`src/rtl/snake_pkg.sv`:
```
// Shared heading type, direction constants and timing defaults
// for the snake game input path.
package snake_pkg;

  typedef logic [1:0] dir_t;

  localparam dir_t DIR_UP    = 2'd0;
  localparam dir_t DIR_DOWN  = 2'd1;
  localparam dir_t DIR_LEFT  = 2'd2;
  localparam dir_t DIR_RIGHT = 2'd3;

  localparam int unsigned DEBOUNCE_10MS_100MHZ = 1000000;
  localparam int unsigned REPEAT_250MS_100MHZ  = 25000000;

  // U<->D and L<->R differ only in the low bit
  function automatic dir_t reverse_dir(input dir_t d);
    return {d[1], ~d[0]};
  endfunction

endpackage

```
`src/rtl/btn_debounce_cell.sv`:
```
// One button: 2-flop sync, debounce counter, rising-edge press pulse.
// Define AUTOREPEAT_EN to add a held-button repeat counter.
module btn_debounce_cell #(
  parameter int unsigned DEBOUNCE_CYCLES = 4,
  parameter int unsigned CNT_W           = 3,
  parameter int unsigned REPEAT_CYCLES   = 16
) (
  input  logic clk,
  input  logic rst,
  input  logic btn,
  output logic press
);

  localparam logic [CNT_W-1:0] CNT_MAX = CNT_W'(DEBOUNCE_CYCLES - 1);

  logic             sync0;
  logic             sync1;
  logic             db;
  logic             db_d;
  logic [CNT_W-1:0] cnt;
  logic             rise;
  logic             fire;

  assign rise = db & ~db_d;

  always_ff @(posedge clk) begin
    if (rst) begin
      sync0 <= 1'b0;
      sync1 <= 1'b0;
      db    <= 1'b0;
      db_d  <= 1'b0;
      cnt   <= '0;
    end else begin
      sync0 <= btn;
      sync1 <= sync0;
      db_d  <= db;
      if (sync1 == db) begin
        cnt <= '0;
      end else if (cnt == CNT_MAX) begin
        db  <= sync1;
        cnt <= '0;
      end else begin
        cnt <= cnt + CNT_W'(1);
      end
    end
  end

`ifdef AUTOREPEAT_EN
  localparam int unsigned RW = $clog2(REPEAT_CYCLES) + 1;
  localparam logic [RW-1:0] RPT_MAX = RW'(REPEAT_CYCLES - 1);

  logic [RW-1:0] rcnt;
  logic          rep_hit;

  assign rep_hit = db & db_d & (rcnt == RPT_MAX);
  assign fire    = rise | rep_hit;

  // restarts on the initial press so repeats are spaced from it
  always_ff @(posedge clk) begin
    if (rst || !db || rise || rep_hit) begin
      rcnt <= '0;
    end else begin
      rcnt <= rcnt + RW'(1);
    end
  end
`else
  assign fire = rise;
`endif

  always_ff @(posedge clk) begin
    if (rst) begin
      press <= 1'b0;
    end else begin
      press <= fire;
    end
  end

endmodule

```
`src/rtl/dir_input_ctrl.sv`:
```
// Four debounced direction buttons feeding a last-press-wins request
// and a tick-aligned heading FSM. Define AUTOREPEAT_EN for held repeats.
module dir_input_ctrl
  import snake_pkg::*;
#(
  parameter int unsigned DEBOUNCE_CYCLES = DEBOUNCE_10MS_100MHZ,
  parameter int unsigned CNT_W           = 20,
  parameter int unsigned REPEAT_CYCLES   = REPEAT_250MS_100MHZ,
  parameter dir_t        RST_DIR         = DIR_RIGHT
) (
  input  logic       clk,
  input  logic       rst,
  input  logic       btn_u,
  input  logic       btn_d,
  input  logic       btn_l,
  input  logic       btn_r,
  input  logic       move_tick,
  output logic [3:0] press,
  output logic [1:0] dir,
  output logic       dir_changed
);

  typedef enum logic {IDLE, ARMED} state_t;

  state_t     state_q;
  state_t     state_d;
  dir_t       pend_q;
  dir_t       pend_d;
  dir_t       dir_q;
  dir_t       dir_d;
  logic       chg_q;
  logic       chg_d;
  dir_t       req_dir;
  logic       legal;
  logic       pending_valid;
  logic [3:0] raw;

  assign raw = {btn_u, btn_d, btn_l, btn_r};

  for (genvar i = 0; i < 4; i++) begin : g_btn
    btn_debounce_cell #(
      .DEBOUNCE_CYCLES(DEBOUNCE_CYCLES),
      .CNT_W          (CNT_W),
      .REPEAT_CYCLES  (REPEAT_CYCLES)
    ) u_cell (
      .clk  (clk),
      .rst  (rst),
      .btn  (raw[i]),
      .press(press[i])
    );
  end

  always_comb begin
    req_dir = DIR_RIGHT;
    priority case (1'b1)
      press[3]: req_dir = DIR_UP;
      press[2]: req_dir = DIR_DOWN;
      press[1]: req_dir = DIR_LEFT;
      default:  req_dir = DIR_RIGHT;
    endcase
  end

  assign pending_valid = (state_q == ARMED);
  assign legal = (pend_q != dir_q) && (pend_q != reverse_dir(dir_q));

  // a press in the same cycle as a tick defers to the next tick
  always_comb begin
    state_d = state_q;
    pend_d  = pend_q;
    dir_d   = dir_q;
    chg_d   = 1'b0;
    unique case (state_q)
      IDLE: begin
        if (|press) begin
          pend_d  = req_dir;
          state_d = ARMED;
        end
      end
      ARMED: begin
        if (|press) begin
          pend_d = req_dir;
        end else if (move_tick && pending_valid) begin
          state_d = IDLE;
          if (legal) begin
            dir_d = pend_q;
            chg_d = 1'b1;
          end
        end
      end
      default: state_d = IDLE;
    endcase
  end

  always_ff @(posedge clk) begin
    if (rst) begin
      state_q <= IDLE;
      pend_q  <= DIR_UP;
      dir_q   <= RST_DIR;
      chg_q   <= 1'b0;
    end else begin
      state_q <= state_d;
      pend_q  <= pend_d;
      dir_q   <= dir_d;
      chg_q   <= chg_d;
    end
  end

  assign dir         = dir_q;
  assign dir_changed = chg_q;

endmodule
```
`config.mk`:
```
export PLATFORM = sky130hd
export DESIGN_NAME = dir_input_ctrl
export DESIGN_NICKNAME = d
export VERILOG_FILES = /design/src/rtl/snake_pkg.sv /design/src/rtl/btn_debounce_cell.sv /design/src/rtl/dir_input_ctrl.sv
export SDC_FILE = /design/constraint.sdc
export NUM_CORES = 1
export LEC_CHECK = 0
export BUFFER_PORTS_ARGS = -buffer_cell sky130_fd_sc_hd__buf_4
export CAP_MARGIN = 20
export CORE_MARGIN = 2
export CORE_UTILIZATION = 60
export CTS_BUF_LIST = sky130_fd_sc_hd__clkbuf_2
export DETAILED_ROUTE_END_ITERATION = 16
export PLACE_DENSITY_LB_ADDON = 0.05
export SLEW_MARGIN = 10
export SYNTH_ARGS = -nofsm -noshare
export SYNTH_HDL_FRONTEND = slang
export SYNTH_SLANG_ARGS = --single-unit
```
`constraint.sdc`:
```
create_clock -name clk -period 5.05 [get_ports clk]
set_input_delay 0.7575 -clock clk [delete_from_list [all_inputs] [get_ports clk]]
set_output_delay 0.7575 -clock clk [all_outputs]
set_load 0.03 [all_outputs]
```
[After elaboration in Yosys (flattened, before gate mapping)]
Index checks and enable logic that the tools add are counted.
Widths: inputs -> output; s select.
Cells by class
  magnitude comparators: 0
  bitwise operators: 16
  divide/modulo/power cells: 0
  shifts and indexed selects: 0
  equality and inequality tests: 10
  add/subtract/negate cells: 4
  multipliers: 0
  reductions and logical operators: 13
  multiplexer cells: 9
Operators by type and width (count)
  $add 20x1->20 const B: 4
  $eq 20x20->1 const B: 4
  $not 1->1: 12
  $reduce_or 3->1: 4
  $reduce_and 2->1: 4
  $reduce_or 7->1: 1
  $mux 2: 3
  $mux 1: 5
  $and 1x1->1: 4
  $eq 1x1->1: 4
  $ne 2x2->1: 2
  $reduce_and 4->1: 1
  $reduce_or 4->1: 1
  $logic_and 1x1->1: 2
  $pmux 1 s2: 1
Storage, ports and cells
  memories kept: 0
  RAM bits: 0
  logic and storage cells: 80
  latch bits: 0
  bits in read-only memories: 0
  flip-flop bits (word level): 106

[Logic depth before layout (Yosys ltp)]
  word-level depth: 4
  gate-level depth with buffers: 6
  gate-level depth less buffers: 5

[Cells and area by module]
Synthesis repeated with hierarchy kept, for this count alone.
Unflattened totals
  cell total of the unflattened synthesis: 493
  area total of the unflattened synthesis: 4793.3 um2
By module, submodules not included
  btn_debounce_cell: cells an instance 117, area an instance 1137.3 um2, sequential area each 500.5 um2, times used 4
  dir_input_ctrl: cells an instance 25, area an instance 244.0 um2, sequential area each 120.1 um2, times used 1

[Least setup slack after synthesis]
OpenSTA, ideal clock, no wires.
  path type: flip-flop to flip-flop
  start point: register g_btn[3].u_cell.cnt[0]
  end point: register g_btn[3].u_cell.cnt[18]
  slack: 3.083 ns
  required time: 4.980 ns
  stages on the path, launching flop included: 7
  arrival time: 1.897 ns
  cell sequence: dfxtp_1 ha_1 nand3_1 or4_1 clkbuf_2 or4_1 a21oi_1
On the way
  longest elaborated chain between the ends: 2
  elaborated cells on any way between the ends: 3
  classes of those cells: 1 x add/sub; 1 x eq/ne; 1 x reduce/logical
Ends and longest elaborated chain
  start: declaration: line btn_debounce_cell.sv:20  | logic [CNT_W-1:0] cnt;
  start signal: assignment: line btn_debounce_cell.sv:43  | cnt <= cnt + CNT_W'(1);
  parallel branches: the longest is 2 deep, another holds $add 20x1->20
Parallel ways; which one is timed is not known.
A chain may end at the register's enable or synchronous reset.

[Worst setup path after layout]
Ends and elaborated chain as after synthesis.

==> run_results.csv <==
group,metric,value,unit
run_status,run_status,"complete, no violations",
critical_path,cpMostUsedCell,"or4_1",
finish,area.growth.synth_to_final,6.025,%
critical_path,path_cells,"ha_1 > nand3_1 > or4_1 > or4_1 > a21oi_1",
critical_path,slowest_delay,0.67,ns
floorplan,die_h,90.47,microns
logic_synthesis,synth.net_count,509,
clocking,ctsLongestPathBuffers,2,
logic_synthesis,synth_top_area_share,47.31,%
power_and_ir_drop,ir_worst_vdd,0.0001839,V
timing,hold_viol,0,
floorplan,die_width,90.47,microns
logic_synthesis,synth_area_leaders,"dfxtp_1 47%, xor2_1 5.5%, nor2_1 5.2%",
power_and_ir_drop,p_int,1.015,mW
power_and_ir_drop,sequentialPowerShare,65.7,%
logic_synthesis,synthXorXnorAreaFrac,10.15,%
logic_synthesis,synth.distinct_cells,42,
timing,clock-skew-final,0.01892,ns
floorplan,core_area,7253,sq um
clocking,cts_hold_buf,0,
detailed_routing,ant_nets,0,
global_route,grtUsageTotal,19.79,%
clocking,tritoncts.num_buffers,9,
timing,slew_violations,0,
floorplan,io_pins,14,
detailed_routing,drc,0,
critical_path,slowest_stage,"or4_1",
placed_design,post_dp_cell_area,4627,sq um
detailed_routing,viasPerCell,5.580,
clocking,cts_tree,"yes",
logic_synthesis,netlist_instances,498,
floorplan,start_util,61.84,%
clocking,cts_setup_buffers,0,
clocking,cts_resized,0,
logic_synthesis,avgSynthCellArea,9.007,sq um
critical_path,crit_type,"reg2reg",
power_and_ir_drop,power.leakage,1.479,nW
timing,setup_tns,0,ns
logic_synthesis,synth-seq-cells,106,
timing,finalSetupViolations,0,
global_route,antenna_found_initial,0,
placed_design,place_congestion,0.8560,
logic_synthesis,synthSimpleGateAreaFrac,29.12,%
finish,antenna_cells,0,
finish,fin_area,4756,sq um
global_route,grt_pass1_vias,3147,
timing,slew_headroom,69.80,%
global_route,grt_pass1_wl,13.50,mm
clocking,clock-root-buffer,"clkbuf_2",
placed_design,numPortBuffers,13,
critical_path,endpoint_kind,"register",
placed_design,hpwlAfterDp,5.304,mm
detailed_routing,wl_per_cell,12.61,microns
clocking,htree_levels,3,
global_route,grt_max_degree,29,
detailed_routing,drt_iter0_drc,119,
finish,nFillCells,630,
logic_synthesis,synthMuxAreaShare,0.2232,%
clocking,cts.clk_slew.worst_paths,0.26,ns
floorplan,placementRows,31,
logic_synthesis,yosysWarnings,0,
logic_synthesis,ys_seq_area_share,47.31,%
critical_path,cp-start-kind,"register",
power_and_ir_drop,pwr-share-comb,1.5,%
logic_synthesis,syn_area,4486,sq um
power_and_ir_drop,swShare,21.10,%
critical_path,crit_buf_inv,0,
timing,fin_crit,2.259,ns
critical_path,cp_data_arrival_time,2.74,ns
finish,fin_nets,515,
critical_path,cp.required,5.53,ns
clocking,cts.sink_count,106,
logic_synthesis,synthAdderAreaFrac,1.116,%
logic_synthesis,yosysTopAreaCell,"dfxtp_1",
finish,drive_gt1_share,7.677,%
hold_path,min_path_type,"in2reg",
power_and_ir_drop,switchingPower,271.5,uW
global_route,grt-ovfl-total,0,
timing,rsz0062_at_grt,"no",
detailed_routing,drt-total-wl,7.653,mm
job,max-cap-violations,0,
power_and_ir_drop,p_clk_share,32.8,%
power_and_ir_drop,p_per_area,270.5,nW/um^2
clocking,clk-insertion-delay-late,0.54,ns
timing,worst_pin_slew,0.4488,ns
timing,min_period_over_period,44.73,%
critical_path,critPathTopFamily,"simple AND/OR/NAND/NOR gates",
timing,max_freq,442.7,MHz
logic_synthesis,synth_compound_area_share,8.536,%
detailed_routing,firstDrtPassIters,4,
floorplan,dieArea,8184,sq um
critical_path,critPathMaxFanout,7,
logic_synthesis,synth_top_family_by_area,"simple AND/OR/NAND/NOR gates",
detailed_routing,dr_total_vias,3387,
power by group through the flow:
stage / sequential [mW] / combinational, mW / clock [mW]
floorplan: 0.860 / 0.0124 / 0
global placement: 0.861 / 0.0184 / 0
detailed placement: 0.861 / 0.0190 / 0
CTS: 0.846 / 0.0190 / 0.437
global route: 0.847 / 0.0213 / 0.466
finish: 0.845 / 0.0187 / 0.422
synthesized netlist by cell type (all sizes together):
cell type  instances
nor4b              7
o21bai             1
nor3              12
or3b               1
nand2             21
ha                 4
or3               15
xor2              28
buf               10
xnor2             24
a21oi             28
clkbuf            11
nor2              62
and4               7
dfxtp            106
o21a               2
or4               15
a211o              1
nand3             24
or2                1
and2               5
and3               8
o21ba              2
nor3b              2
inv               15
nand4b             2
nor4               4
o31ai             12
nand2b             3
nor4bb             2
or4b               2
nand4             23
mux2i              1
nor2b             19
o21ai             18
worst paths after layout:
kind / from / slack, ns / endpoint / cells after the start
max: g_btn[3].u_cell.cnt[0]$_SDFF_PP0_ / 2.79 / g_btn[3].u_cell.cnt[18]$_SDFF_PP0_ / 5
min: btn_r / 0.40 / g_btn[0].u_cell.sync0$_SDFF_PP0_ / 2
max reg2reg: g_btn[3].u_cell.cnt[0]$_SDFF_PP0_ / 2.79 / g_btn[3].u_cell.cnt[18]$_SDFF_PP0_ / 5
min reg2reg: g_btn[2].u_cell.db_d$_SDFF_PP0_ / 0.40 / g_btn[2].u_cell.press$_SDFF_PP0_ / 1
per-layer routing:
metal | GRT usage (%) | vias to the layer above | share of wire (%)
met2 | 33.02 | 57 | 47
met4 | 6.282 | 0 | 1.1
met1 | 24.95 | 1556 | 49
met5 | 0 | - | 0
met3 | 5.342 | 8 | 3.3
li1 | - | 1766 | -
cells by family (layout without fill, tap and decap cells):
logic type	count (synthesis)	count (layout)
multiplexers	1	1
AO/OA/AOI/OAI	64	64
buffers and inverters	36	46
adder cells (fa/ha/maj)	4	4
AND/OR/NAND/NOR	235	235
flip-flops	106	106
XOR/XNOR	52	52
layout by cell type, fill, tap and decap left out, types with 3 or more instances in the layout:
cell,synthesis,final
clkbuf_2,2,10
nand2b_1,3,3
dfxtp_1,106,106
o31ai_1,12,12
and3_1,8,8
and4_1,7,7
nand2_1,21,21
or4_1,14,14
nor2_1,62,62
xnor2_1,24,24
a21oi_1,28,28
o21ai_0,16,15
nor4b_1,7,7
o21ai_1,2,3
nand4_1,22,22
ha_1,4,4
and2_1,5,5
nor2b_1,19,19
inv_1,15,15
nor4_1,4,4
nand3_1,24,24
or3_1,15,15
xor2_1,28,28
buf_4,4,16
nor3_1,12,12
sequential cells by signal (all words and copies together) (netlist names):
| signal | flops |
|---|---|
| dir | 2 |
| g_btn.u_cell.db | 4 |
| dir_changed | 1 |
| g_btn.u_cell.db_d | 4 |
| g_btn.u_cell.sync1 | 4 |
| g_btn.u_cell.sync0 | 4 |
| g_btn.u_cell.cnt | 80 |
| g_btn.u_cell.press | 4 |
| pend_q | 2 |
| pending_valid | 1 |
per-stage QoR:
step	hold slack, ns	cells	power [mW]	util [%]	setup slack [ns]
2_1_floorplan	0.3674	498	0.8727	-	3.083
3_3_place_gp	0.3709	592	0.8791	63.79	2.997
6_report	0.3957	607	1.286	65.57	2.791
5_1_grt	0.3417	607	1.335	65.57	2.667
4_1_cts	0.3441	607	1.302	65.57	2.776
3_5_place_dp	0.3729	592	0.8799	63.79	2.855
cell type report:
class	count	area, sq um	area share (%)
Multi-Input combinational cell	356	2205	46.36
Inverter	15	56.30	1.184
Tap cell	99	123.9	2.605
Sequential cell	106	2122	44.62
Timing Repair Buffer	16	120.1	2.526
Clock inverter	5	78.83	1.657
Clock buffer	10	50.05	1.052
Power figures use the tool's default switching activity.
